`config.mk`:
```
export PLATFORM = sky130hd
export DESIGN_NAME = pc_redirect_ctrl
export DESIGN_NICKNAME = d
export VERILOG_FILES = /design/src/rtl/pc_ctrl_pkg.sv /design/src/rtl/pc_redirect_prio.sv /design/src/rtl/pc_redirect_ctrl.sv
export SDC_FILE = /design/constraint.sdc
export NUM_CORES = 1
export LEC_CHECK = 0
export ABC_AREA = 0
export CAP_MARGIN = 0
export CORE_MARGIN = 2
export CORE_UTILIZATION = 38
export CTS_BUF_LIST = sky130_fd_sc_hd__clkbuf_4 sky130_fd_sc_hd__clkbuf_8 sky130_fd_sc_hd__clkbuf_16
export DETAILED_ROUTE_END_ITERATION = 7
export PLACE_DENSITY = 0.86
export SLEW_MARGIN = 25
export SYNTH_ARGS = -nofsm -noshare
export SYNTH_HDL_FRONTEND = slang
export SYNTH_SLANG_ARGS = --single-unit
```
`constraint.sdc`:
```
create_clock -name clk_i -period 3.3 [get_ports clk_i]
set_clock_uncertainty 0.2 [all_clocks]
set_input_delay 0.66 -clock clk_i [delete_from_list [all_inputs] [get_ports clk_i]]
set_output_delay 0.66 -clock clk_i [all_outputs]
set_load 0.02 [all_outputs]
```
`src/rtl/pc_ctrl_pkg.sv`:
```
// Shared types for the PC redirect controller: FSM states, source codes
// and redirect priority ranking. PC_CTRL_IRQ_EN enables interrupt redirects.
package pc_ctrl_pkg;

    typedef enum logic [1:0] {
        ST_IDLE  = 2'd0,
        ST_HOLD  = 2'd1,
        ST_FLUSH = 2'd2
    } state_e;

    typedef logic [2:0] src_t;

    localparam src_t SRC_NONE   = 3'd0;
    localparam src_t SRC_BRANCH = 3'd1;
    localparam src_t SRC_JUMP   = 3'd2;
    localparam src_t SRC_IRQ    = 3'd3;
    localparam src_t SRC_MRET   = 3'd4;

`ifdef PC_CTRL_IRQ_EN
    localparam bit IRQ_ON = 1'b1;
`else
    localparam bit IRQ_ON = 1'b0;
`endif

    function automatic logic [2:0] prio_rank(input src_t src);
        logic [2:0] r;
        r = 3'd0;
        case (src)
            SRC_BRANCH: r = 3'd1;
            SRC_JUMP:   r = 3'd2;
            SRC_IRQ:    r = 3'd3;
            SRC_MRET:   r = 3'd4;
            default:    r = 3'd0;
        endcase
        return r;
    endfunction

endpackage

```
`src/rtl/pc_redirect_prio.sv`:
```
// Combinational winner select among redirect requests.
// Interrupts are only visible when PC_CTRL_IRQ_EN is defined.
module pc_redirect_prio
    import pc_ctrl_pkg::*;
(
    input  logic        mret_req_i,
    input  logic [31:0] mepc_i,
    input  logic        irq_req_i,
    input  logic [31:0] interrupt_vector_i,
    input  logic        jump_req_i,
    input  logic        branch_req_i,
    input  logic [31:0] target_pc_i,
    output src_t        win_src_o,
    output logic [31:0] win_pc_o
);

    logic irq_req;

`ifdef PC_CTRL_IRQ_EN
    assign irq_req = irq_req_i;
`else
    logic unused_irq;
    assign irq_req    = 1'b0;
    assign unused_irq = ^{irq_req_i, interrupt_vector_i};
`endif

    always_comb begin
        win_src_o = SRC_NONE;
        win_pc_o  = '0;
        priority case (1'b1)
            mret_req_i: begin
                win_src_o = SRC_MRET;
                win_pc_o  = mepc_i;
            end
            irq_req: begin
                win_src_o = SRC_IRQ;
                win_pc_o  = interrupt_vector_i;
            end
            jump_req_i: begin
                win_src_o = SRC_JUMP;
                win_pc_o  = target_pc_i;
            end
            branch_req_i: begin
                win_src_o = SRC_BRANCH;
                win_pc_o  = target_pc_i;
            end
            default: ;
        endcase
    end

endmodule

```
`src/rtl/pc_redirect_ctrl.sv`:
```
// PC redirect controller: latch, hold until fetch accepts, then flush.
// Build with PC_CTRL_IRQ_EN to arbitrate interrupt redirects.
module pc_redirect_ctrl
    import pc_ctrl_pkg::*;
#(
    parameter int unsigned FLUSH_CYCLES = 2,
    parameter logic [2:0]  RESET_SRC    = 3'd0
) (
    input  logic        clk_i,
    input  logic        reset_i,
    input  logic        enable_design,
    input  logic        stage_IF_ready,
    input  logic        jump_req_i,
    input  logic        branch_req_i,
    input  logic [31:0] target_pc_i,
    input  logic        mret_req_i,
    input  logic [31:0] mepc_i,
    input  logic        irq_req_i,
    input  logic [31:0] interrupt_vector_i,
    output logic        redirect_valid_o,
    output logic [31:0] redirect_pc_o,
    output logic [2:0]  redirect_src_o,
    output logic        flush_o,
    output logic        irq_ack_o,
    output logic        mret_ack_o,
    output logic        misalign_o,
    output logic        busy_o
);

    localparam logic [2:0] FC_LD = 3'(FLUSH_CYCLES);

    state_e      state_q, state_d;
    logic [2:0]  cnt_q, cnt_d;
    logic [31:0] pc_q, pc_d;
    src_t        src_q, src_d;
    logic        iack_q, iack_d;
    logic        mack_q, mack_d;
    logic        mis_q, mis_d;
    logic        xfer;
    src_t        win_src;
    logic [31:0] win_pc;

    pc_redirect_prio u_prio (
        .mret_req_i         (mret_req_i),
        .mepc_i             (mepc_i),
        .irq_req_i          (irq_req_i),
        .interrupt_vector_i (interrupt_vector_i),
        .jump_req_i         (jump_req_i),
        .branch_req_i       (branch_req_i),
        .target_pc_i        (target_pc_i),
        .win_src_o          (win_src),
        .win_pc_o           (win_pc)
    );

    always_comb begin
        state_d = state_q;
        cnt_d   = cnt_q;
        pc_d    = pc_q;
        src_d   = src_q;
        iack_d  = 1'b0;
        mack_d  = 1'b0;
        mis_d   = 1'b0;
        xfer    = 1'b0;
        if (enable_design) begin
            unique case (state_q)
                ST_IDLE: begin
                    if (win_src != SRC_NONE) begin
                        pc_d    = {win_pc[31:2], 2'b00};
                        src_d   = win_src;
                        mis_d   = |win_pc[1:0];
                        state_d = ST_HOLD;
                    end
                end
                ST_HOLD: begin
                    // Acceptance beats a same-cycle preemption.
                    if (stage_IF_ready) begin
                        xfer   = 1'b1;
                        iack_d = IRQ_ON && (src_q == SRC_IRQ);
                        mack_d = (src_q == SRC_MRET);
                        if (FC_LD == 3'd0) begin
                            state_d = ST_IDLE;
                        end else begin
                            state_d = ST_FLUSH;
                            cnt_d   = FC_LD;
                        end
                    end else if (prio_rank(win_src) > prio_rank(src_q)) begin
                        pc_d  = {win_pc[31:2], 2'b00};
                        src_d = win_src;
                        mis_d = |win_pc[1:0];
                    end
                end
                ST_FLUSH: begin
                    if (cnt_q <= 3'd1) begin
                        cnt_d   = 3'd0;
                        state_d = ST_IDLE;
                    end else begin
                        cnt_d = cnt_q - 3'd1;
                    end
                end
                default: begin
                    state_d = ST_IDLE;
                    cnt_d   = 3'd0;
                end
            endcase
        end
    end

    always_ff @(posedge clk_i or negedge reset_i) begin
        if (!reset_i) begin
            state_q <= ST_IDLE;
            cnt_q   <= 3'd0;
            pc_q    <= '0;
            src_q   <= RESET_SRC;
            iack_q  <= 1'b0;
            mack_q  <= 1'b0;
            mis_q   <= 1'b0;
        end else begin
            state_q <= state_d;
            cnt_q   <= cnt_d;
            pc_q    <= pc_d;
            src_q   <= src_d;
            iack_q  <= iack_d;
            mack_q  <= mack_d;
            mis_q   <= mis_d;
        end
    end

    assign redirect_valid_o = (state_q == ST_HOLD);
    assign redirect_pc_o    = pc_q;
    assign redirect_src_o   = src_q;
    assign flush_o          = xfer || (state_q == ST_FLUSH);
    assign irq_ack_o        = iack_q;
    assign mret_ack_o       = mack_q;
    assign misalign_o       = mis_q;
    assign busy_o           = (state_q != ST_IDLE);

endmodule

```
======== Word level (Yosys, flattened, before mapping) ========
Index checks and enable logic that the tools add are counted.
word-level totals
  input bits .............................. 104
  logic and storage cells ................. 74
  bits in registers ....................... 42
cells by class
  $lt $le $gt $ge ......................... 2
  bitwise operators ....................... 1
  eq/ne operators ......................... 15
  muxes and demuxes ....................... 40
  reductions and logical operators ........ 9
  add/subtract/negate cells ............... 1
operator list
  kind                                                 count
  two-way mux 32 bit                                   6
  one-hot mux 32 bit (2 select lines)                  1
  two-way mux 3 bit                                    12
  one-hot mux 3 bit (4 select lines)                   2
  == test 3 x 2 -> 1 bit, second input constant        4
  two-way mux 1 bit                                    11
  one-hot mux 3 bit (3 select lines)                   1
  two-way mux 2 bit                                    4
  inequality test 2 bit, second input constant         4
  == test 3 x 1 -> 1 bit, second input constant        2
  == test 3 bit, second input constant                 2
  one-hot mux 2 bit (3 select lines)                   1
  one-hot mux 3 bit (2 select lines)                   1
  AND reduction 5 bit                                  1
  AND reduction 4 bit                                  1
  nonzero test 2 bit                                   2
  greater-than comparator 3 bit                        1
  <= comparator 3 x 1 -> 1 bit, second input constant  1
  AND reduction 3 bit                                  1
  nonzero test 3 bit                                   1
  subtractor 3 x 1 -> 3 bit, second input constant     1
  == test 2 x 1 -> 1 bit, second input constant        1
  == test 2 bit, second input constant                 1
  logical NOT 2 bit                                    1
  5 further kinds                                      5

======== Longest topological paths before layout ========
Gate-level depths: netlist (run 1).
  depth in word-level cells ............... 13
  mapped depth ............................ 10
  mapped depth without buffers ............ 7

======== Cells and area by module ========
From an unflattened synthesis (run 1), not the netlist that was laid out.
second synthesis, totals
  cells, all modules ...................... 249
  area, all modules ....................... 2551.2 sq um
by module, submodules not included
  module            times used  seq. area each (sq um)  area an instance (sq um)  cells each
  pc_redirect_ctrl  1           1001.0                  1979.4                    137
  pc_redirect_prio  1           0.0                     571.8                     112

======== Least setup slack after synthesis (run 1) ========
OpenSTA, ideal clock, no wires.
  path kind ............................... input port to flip-flop
  start ................................... in mret_req_i
  end ..................................... reg pc_q[22] (netlist: redirect_pc_o[22])
  buffers on the path ..................... 3
  slack ................................... 415 ps
  setup time .............................. 125 ps
  data arrival time ....................... 2560 ps
  cell stages on the path ................. 9
  cells stage by stage .................... clkbuf_1 -> nor2b_1 -> ha_1 -> nor2b_1 -> or4_1 -> and4_1 -> buf_6 -> buf_12 -> mux2_4
between the ends
  longest elaborated chain between the ends .. 9
  elaborated cells on any way between the ends .. 19
  classes of those cells .................. 1 x order compare; 6 x eq/ne; 10 x mux; 2 x reduce/logical
RTL lines
  item                                             line                     RTL
  from (decl)                                      pc_redirect_ctrl.sv:16   input logic mret_req_i,
  two-way mux 3 bit *                              pc_redirect_prio.sv:30   priority case (1'b1)
  named net u_prio.win_src_o[1]                    pc_redirect_prio.sv:13   output src_t win_src_o,
  == test 3 bit, or another cell as far along      pc_ctrl_pkg.sv:28        case (src)
  one-hot mux 3 bit (4 select lines)               pc_ctrl_pkg.sv:28
  two-way mux 3 bit                                pc_redirect_ctrl.sv:76   if (stage_IF_ready) begin
  two-way mux 3 bit                                pc_redirect_ctrl.sv:65   unique case (state_q)
  two-way mux 3 bit                                pc_redirect_ctrl.sv:64   if (enable_design) begin
  greater-than comparator 3 bit                    pc_redirect_ctrl.sv:86   end else if (prio_rank(win_src) > prio_rank(src_q)) begin
  inequality test 2 x 1 -> 1 bit (no source line)  --
  AND reduction 5 bit (no source line) *           --
  to (signal assigned)                             pc_redirect_ctrl.sv:120  pc_q <= pc_d;
  to (decl)                                        pc_redirect_ctrl.sv:34   logic [31:0] pc_q, pc_d;
Mark *: on every way through the listed nets, which the timed path passes. The rest lies on a longest branch. The select of a mux whose other input is x is not followed.
A chain may end at the register's enable or synchronous reset.

======== Final worst setup path (run 1) ========
  start ................................... in jump_req_i
  end ..................................... reg pc_q[26] (netlist: redirect_pc_o[26])
between the ends
  longest elaborated chain between the ends .. 10
  elaborated cells on any way between the ends .. 21
  classes of those cells .................. 1 x order compare; 6 x eq/ne; 12 x mux; 2 x reduce/logical
RTL lines
  item                                             line                    RTL
  from (decl)                                      pc_redirect_ctrl.sv:13  input logic jump_req_i,
  two-way mux 2 bit *                              pc_redirect_prio.sv:30
  two-way mux 3 bit *                              pc_redirect_prio.sv:30
  named net u_prio.win_src_o[1]                    pc_redirect_prio.sv:13
  == test 3 bit, or another cell as far along      pc_ctrl_pkg.sv:28
  one-hot mux 3 bit (4 select lines)               pc_ctrl_pkg.sv:28
  two-way mux 3 bit                                pc_redirect_ctrl.sv:76
  two-way mux 3 bit                                pc_redirect_ctrl.sv:65
  two-way mux 3 bit                                pc_redirect_ctrl.sv:64
  greater-than comparator 3 bit                    pc_redirect_ctrl.sv:86
  inequality test 2 x 1 -> 1 bit (no source line)  --
  AND reduction 5 bit (no source line) *           --
Marked as above.

==> results.txt, run 1 <==
Before antenna repair, the detailed router went through 4 iterations. The initial antenna violation count is 0. The run gives 2 as the clock tree buffer depth. After detailed routing, the met2 layer carries 2980 um of wire. The later pin in the worst-skew pair is clocked with a latency of 0.28 ns. Setup violations remaining at the end of the flow were counted as 0.

The HPWL after detailed placement was 4410 um; the chip width was 83.6 um. The tools report the synthesized instance count as 246. Once detail routing completed, the nets flagged for antenna violations numbered 0.

Pin placement for this block handled 145 I/O pins. The number of buffers added for setup after CTS is 0, and the starting DRC count in detailed routing is 55. Post-synthesis area per instance: 9.78 sq um. Summing every instance area after synthesis gives 2400 sq um.

Summed over all layers, the global routing overflow is 0. After detailed routing, the number of remaining DRC violations is 0. Of the cells placed in the final design, the portion with a size suffix greater than 1 is 14.3%. The detailed router placed 2082 vias in this run. Entering global routing, the biggest net connects 56 pins.

The worst path uses 89.6% of the clock period. The main combinational cell family by area after synthesis was multiplexers. The simple-gate portion of the synthesized area is 15.0%. The tree is rooted in a sky130_fd_sc_hd__clkbuf_8.

The total negative slack for setup checks is 0 ns. The die footprint is 6980 sq um, and the final count of pins violating max slew is 0. The Yosys step of the flow raised 0 warnings. For the area taken by flip-flops and latches, the log shows 1000 sq um.

The worst register-to-register path ends at redirect_pc_o[26]. The first global-routing pass estimated 9740 um of wire. The area taken by multi-input logic gates was 1240 sq um; the number of vias per cell after detailed routing was 4.91.

For the global placer's final weighted congestion, the log shows 0.847. The number of global-route vias before repair came out at 2185. The setup path with the least slack is of type primary input to register.

For the pin with the worst max-slew slack, the measured transition is 0.866 ns. Once the clock tree was built, the resizer swapped 0 gates to a different size. The register bit count reported by yosys is 40.

The highest metal layer carrying signal wires in the routed design is met4. For the worst hold slack after final layout, the log shows 0.285 ns. For the worst setup path, the data required time is 3.27 ns. The number of enable flip-flop cells after synthesis was 0; the number of H-tree branching levels was 2.

Measured in cells, the most critical reg-to-reg path has a length of 7. The portion of synthesized area spent on multiplexers is 19.9%. For the count of distinct cell types in the synthesized netlist, the log shows 36. The compound-cell area share of the yosys netlist is 12.0%, and the static leakage power is 1.61 nW. Port buffering added 108 buffers. The height of the die came out at 83.6 um. Most common cell after layout, fill and taps aside: sky130_fd_sc_hd__clkdlybuf4s50_1.

In this run, post-CTS hold repair placed 0 buffers. The worst setup path is launched from a primary input. Global routing used 16.8% of the available tracks.

The flow ran to the end, and the final reports show no timing, DRC or antenna violations. Power spread over the standard cell area amounts to 811 nW/um^2. Setup repair after global routing left no endpoint under its margin. Clock tree synthesis inserted a total of 5 buffers.

For this configuration, the core starts out at a cell density of 39.9%. The number of violations of the max-capacitance limit was 0. The area growth from synthesis to layout is 49.4%.

The initialized floorplan defines 28 standard-cell rows. The final layout contains 460 nets. After clock tree synthesis, the clock-pin slew on the worst setup and hold paths is 0.08 ns. The core region is 6030 sq um.

Among all flip-flop cells after synthesis, the most frequent one is sky130_fd_sc_hd__dfrtp_1. The library cells used most frequently in the layout, excluding fill and tap cells, are sky130_fd_sc_hd__clkdlybuf4s50_1 (106), sky130_fd_sc_hd__nand2_1 (63), sky130_fd_sc_hd__dfrtp_1 (40), sky130_fd_sc_hd__o21ai_0 (36), sky130_fd_sc_hd__mux2_4 (29). Wires add up to 5880 um.

Based on the critical path, the design can be clocked at up to 0.338 GHz. In the synthesized netlist the async set-or-reset flop fraction comes to 100%. The worst setup path is captured at a register. The routed length per instance is 13.9 um, and the arrival time reported for the critical path endpoint is 2.92 ns. For the number of sinks on the clock net, the log shows 40.

In this run the worst hold path is classified as primary input to async pin. The minimum clock period was 2.96 ns; the xor/xnor cell area share of the yosys netlist was 0%. The share of synthesized cell area in full adder, half adder and majority cells is 4.16%, and the sequential area share after synthesis is 41.6%. The antenna cell count was 0. The startpoint identified for the worst register-to-register timing path is redirect_src_o[2]. Of all nets on the critical path, the largest fanout is 12. Headroom to the max-slew limit came out at 42.3%. The count of endpoints failing hold in the final timing report was 0; the register-to-register path setup slack was 0.79 ns.

For the total met3 wirelength after detailed routing, the log shows 409 um. TritonCTS built the clock tree. Across the VDD grid, the largest voltage drop is 0.000502 V. The detailed router put a total of 2480 um of wire on met1. Counting the fill cells in the layout gives 530.
==> cell families (layout without fill, tap and decap cells) <==
kind of cell,Yosys count,after routing
other cells,1,3
compound gates,51,51
fa+ha+maj,8,8
simple gates,85,85
buf+inv,28,129
mux,33,33
flops,40,40
==> flip-flops by register name, summed over array words and instances, names as in the netlist <==
name and count:
cnt_q 3, state_q 2, redirect_pc_o 30, redirect_src_o 3, mret_ack_o 1, misalign_o 1
==> metrics by stage <==
stage	util, %	power [mW]	instance area [sq um]	instances	setup slack [ns]
5_1_grt	59.6	3.09	3590	424	0.249
2_1_floorplan	-	1.91	2410	248	0.415
3_5_place_dp	57.8	2.53	3480	416	0.0171
6_report	59.6	2.91	3590	424	0.342
4_1_cts	59.6	2.95	3590	424	0.319
3_3_place_gp	57.8	2.49	3480	416	0.0521
==> Yosys cell counts, types with 2 or more instances <==
library cell | instances | share of area, %
sky130_fd_sc_hd__a21oi_1 | 3 | 0.62
sky130_fd_sc_hd__a31oi_1 | 3 | 0.78
sky130_fd_sc_hd__buf_1 | 2 | 0.31
sky130_fd_sc_hd__buf_12 | 3 | 2.5
sky130_fd_sc_hd__buf_4 | 3 | 0.94
sky130_fd_sc_hd__clkbuf_1 | 10 | 1.6
sky130_fd_sc_hd__dfrtp_1 | 40 | 42
sky130_fd_sc_hd__ha_1 | 8 | 4.2
sky130_fd_sc_hd__inv_1 | 8 | 1.2
sky130_fd_sc_hd__mux2_2 | 3 | 1.4
sky130_fd_sc_hd__mux2_4 | 29 | 18
sky130_fd_sc_hd__nand2_1 | 63 | 9.8
sky130_fd_sc_hd__nand2b_1 | 2 | 0.52
sky130_fd_sc_hd__nand3_1 | 2 | 0.42
sky130_fd_sc_hd__nor2_1 | 7 | 1.1
sky130_fd_sc_hd__nor2b_1 | 3 | 0.78
sky130_fd_sc_hd__o21a_1 | 2 | 0.62
sky130_fd_sc_hd__o21ai_0 | 36 | 7.5
sky130_fd_sc_hd__or4_1 | 2 | 0.62
==> power by group <==
group | leakage [nW] | switching (mW) | internal, mW | total [mW]
clock | 0.0586 | 0.161 | 0.233 | 0.394
sequential | 0.501 | 0.134 | 0.713 | 0.847
combinational | 1.05 | 0.740 | 0.934 | 1.67
==> final cells by class <==
class,instances,area share [%]
clock buffer,6,2.12
clock inverter,2,0.975
inverter,9,0.940
multi-input combinational,180,34.5
sequential,40,27.9
tap,75,2.61
timing repair buffer,112,31.0
==> per-layer routing <==
layer  vias up  GRT usage, %
li1       1028             -
met1       977          19.7
met2        75          30.8
met3         2          4.45
met4         0          3.81
met5         -             0
==> critical path: stages <==
cell and delay (ns):
sky130_fd_sc_hd__clkdlybuf4s50_1 0.49, sky130_fd_sc_hd__nor2b_1 0.18, sky130_fd_sc_hd__ha_1 0.28, sky130_fd_sc_hd__nor2b_1 0.15, sky130_fd_sc_hd__or4_1 0.38, sky130_fd_sc_hd__and4_2 0.25, sky130_fd_sc_hd__buf_4 0.21, sky130_fd_sc_hd__mux2_4 0.31
==> worst max-delay path by stage <==
stage / from / endpoint / depth (start not counted)
after floorplan: mret_req_i / redirect_pc_o[22] / 9
after global placement: jump_req_i / redirect_pc_o[13] / 8
after detailed placement: jump_req_i / redirect_pc_o[26] / 8
after CTS: jump_req_i / redirect_pc_o[26] / 8
after global routing: jump_req_i / redirect_pc_o[26] / 8
final: jump_req_i / redirect_pc_o[26] / 8
Note: power is estimated with default switching activity, not from simulation.
==> run 2, diff against run 1 <==
Settings changed: CTS_CLUSTER_SIZE set to 20, MAX_ROUTING_LAYER set to met4.
==> run 2 against run 1 <==
Effect of this change: core utilization unchanged; largest cell class unchanged; total power is essentially flat; maximum frequency is essentially flat; cell area did not move.
==> results.txt, run 2 (synthesized netlist as in run 1, its figures left out) <==
The number of global-route vias before repair was 2186. Summed over all layers, the global routing overflow is 0. For the global placer's final weighted congestion, the log shows 0.860.

TritonCTS built the clock tree. Number of H-tree branching levels: 2. For the peak clock frequency supported by timing, the log shows 0.338 GHz. Total length of routed wires: 5870 um. For this design, the CTS-stage hold fixing added 0 buffers. In this run, CTS created clock tree buffers numbering 5. The number of cells upsized or downsized after cts is 0, and the combined buffer and inverter count along the critical path is 2. The detailed router finished its first iteration with 57 violations. For the initial antenna violation count, the log shows 0. Subtracting the final worst setup slack from the clock period gives 2.96 ns. The worst endpoint required time is 3.27 ns. In the finished design, the share of the clock period the worst path needs comes to 89.7%. At the end of the flow, the number of nets in the layout was 460.

The number of buffers added for setup after CTS was 0. The number of cells traversed by the worst register-to-register path works out to 7. The tools report the buffer type at the clock tree root as sky130_fd_sc_hd__clkbuf_8. The first TritonRoute pass finished after 4 iterations.

The floorplan step defined a die boundary enclosing 6980 sq um. The biggest cell delay along the critical path came out at 0.49 ns. The maximum fanout along the worst path is 12. After floorplanning, the core was sized to cover 6030 sq um. STA classifies the critical path startpoint as a primary input. In this run the critical register-to-register path is launched from redirect_src_o[2].

The number of flip-flops in the largest register was 30. The flow ran to the end, and the final reports show no timing, DRC or antenna violations. For the area taken by flip-flops and latches, the log shows 1000 sq um. At the pin with the least slew margin, the transition time is 0.868 ns.

The initialized floorplan defines 28 standard-cell rows. The register clock-pin slew on the reported worst setup and hold paths was 0.08 ns. Setup repair after global routing left no endpoint under its margin.

By startpoint and endpoint, the worst setup path is classified as primary input to register. The signal on the critical path passes through clkdlybuf4s50_1 > nor2b_1 > ha_1 > nor2b_1 > or4_1 > and4_2 > buf_4 > mux2_4. In this run the static leakage power is 1.61 nW. The multi-input combinational cells in the finished layout cover a total of 1240 sq um. The final non-filler cell total is 424, and the cell total after placement is 416. The final count of pins violating max slew is 0. The worst-case IR drop observed on VDD is 0.000503 V. The most common cell after layout, fill and taps aside was sky130_fd_sc_hd__clkdlybuf4s50_1.

The count of nets left with antenna violations once routing finished came out at 0. The family with the most delay on the worst path is simple AND/OR/NAND/NOR gates. Across all layers, the routed design uses 2083 vias. The number of remaining DRC errors came out at 0. The number of vias per cell after detailed routing is 4.91. The run gives 56 as the pin count of the biggest net entering global routing. Summed over all nets, the half-perimeter wirelength after detailed placement is 4410 um.

The cell that appears most often on the critical path is sky130_fd_sc_hd__nor2b_1. The arrival time reported for the critical path endpoint is 2.92 ns. Setup violations remaining at the end of the flow were counted as 0.

For the layout filler cell count, the log shows 530. On the critical path, the stage with the largest delay is an instance of sky130_fd_sc_hd__clkdlybuf4s50_1. The tool flagged a number of max-cap violations equal to 0.

Insertion delay of the later-clocked pin in the worst-skew pair: 0.28 ns. Dividing total power by cell area gives a power density of 811 nW/um^2. The wire length of the first global-routing pass was 9730 um; the routed length per instance was 13.9 um.

Total negative slack for setup checks: 0 ns. The aggregate global-route resource usage was 17.3%; the number of sinks on the clock net was 40. The worst register-to-register path ends at redirect_pc_o[26]. In this run the deepest clock path goes through 2 buffers.

STA classifies the critical path endpoint as a register. The initial utilization of the core area, before any placement, comes to 39.9%. Measured against its own limit, the worst slew margin works out to 42.1%. The die is 83.6 um wide. For this design the top-level I/O count stands at 145. The register-to-register path setup slack is 0.79 ns, and the count of endpoints failing hold in the final timing report is 0. The share of post-route cells with drive strength above 1 was 14.3%. In the layout the commonest cells are sky130_fd_sc_hd__clkdlybuf4s50_1 (106), sky130_fd_sc_hd__nand2_1 (63), sky130_fd_sc_hd__dfrtp_1 (40), sky130_fd_sc_hd__o21ai_0 (36), sky130_fd_sc_hd__mux2_4 (29). Height of the die: 83.6 um. Buffers placed on the I/O ports in this run total 108. Relative to the synthesized area, the layout overhead comes to 49.4%. The type of the worst min-delay path is primary input to async pin.

For the antenna cell count, the log shows 0.
[run 2: cell counts in the layout (fill, tap and decap cells not counted)]
No cell type changed its count.
[run 2: metrics by stage]
stage	total power, mW	util (%)	setup slack [ns]	hold WS, ns	cell area [sq um]
detailed placement	2.53	57.8	0.0171	0.284	3480
floorplan	1.91	-	0.415	0.164	2410
global route	3.09	59.6	0.249	0.311	3590
finish	2.92	59.6	0.341	0.286	3590
CTS	2.95	59.6	0.319	0.298	3590
global placement	2.49	57.8	0.0521	0.261	3480
[run 2: worst max-delay path by stage]
stage / from / end / cells past startpoint / slack [ns]
finish: jump_req_i / redirect_pc_o[26] / 8 / 0.34
global route: jump_req_i / redirect_pc_o[26] / 8 / 0.25
CTS: jump_req_i / redirect_pc_o[26] / 8 / 0.32
detailed placement: jump_req_i / redirect_pc_o[26] / 8 / 0.02
global placement: jump_req_i / redirect_pc_o[13] / 8 / 0.05
floorplan: mret_req_i / redirect_pc_o[22] / 9 / 0.42
[run 2: cell type report]
cell class	count	share of cell area (%)
clock buffers	6	2.12
clock inverters	2	0.975
inverters	9	0.940
multi-input cells	180	34.5
flip-flops and latches	40	27.9
well taps	75	2.61
repair buffers	112	31.0
[run 2: metal layers]
metal  vias to the layer above  part of all wire, %  GRT usage (%)
met4                         0                 0.26           3.81
li1                       1029                    -              -
met5                         -                    0              -
met1                       975                   42           20.0
met3                         2                  6.5           4.06
met2                        77                   51           30.8
[run 2: power by group]
part | total [mW] | switching [mW] | internal (mW)
Combinational | 1.67 | 0.740 | 0.934
Sequential | 0.847 | 0.134 | 0.713
Clock | 0.394 | 0.161 | 0.233
[run 2: worst reg2reg max path, delay by kind of cell, from the launching register on]
family	cells	cell delay, ns
mux	1	0.32
simple gates	4	0.94
fa+ha+maj	1	0.31
buf+inv	1	0.21
flops	1	0.42
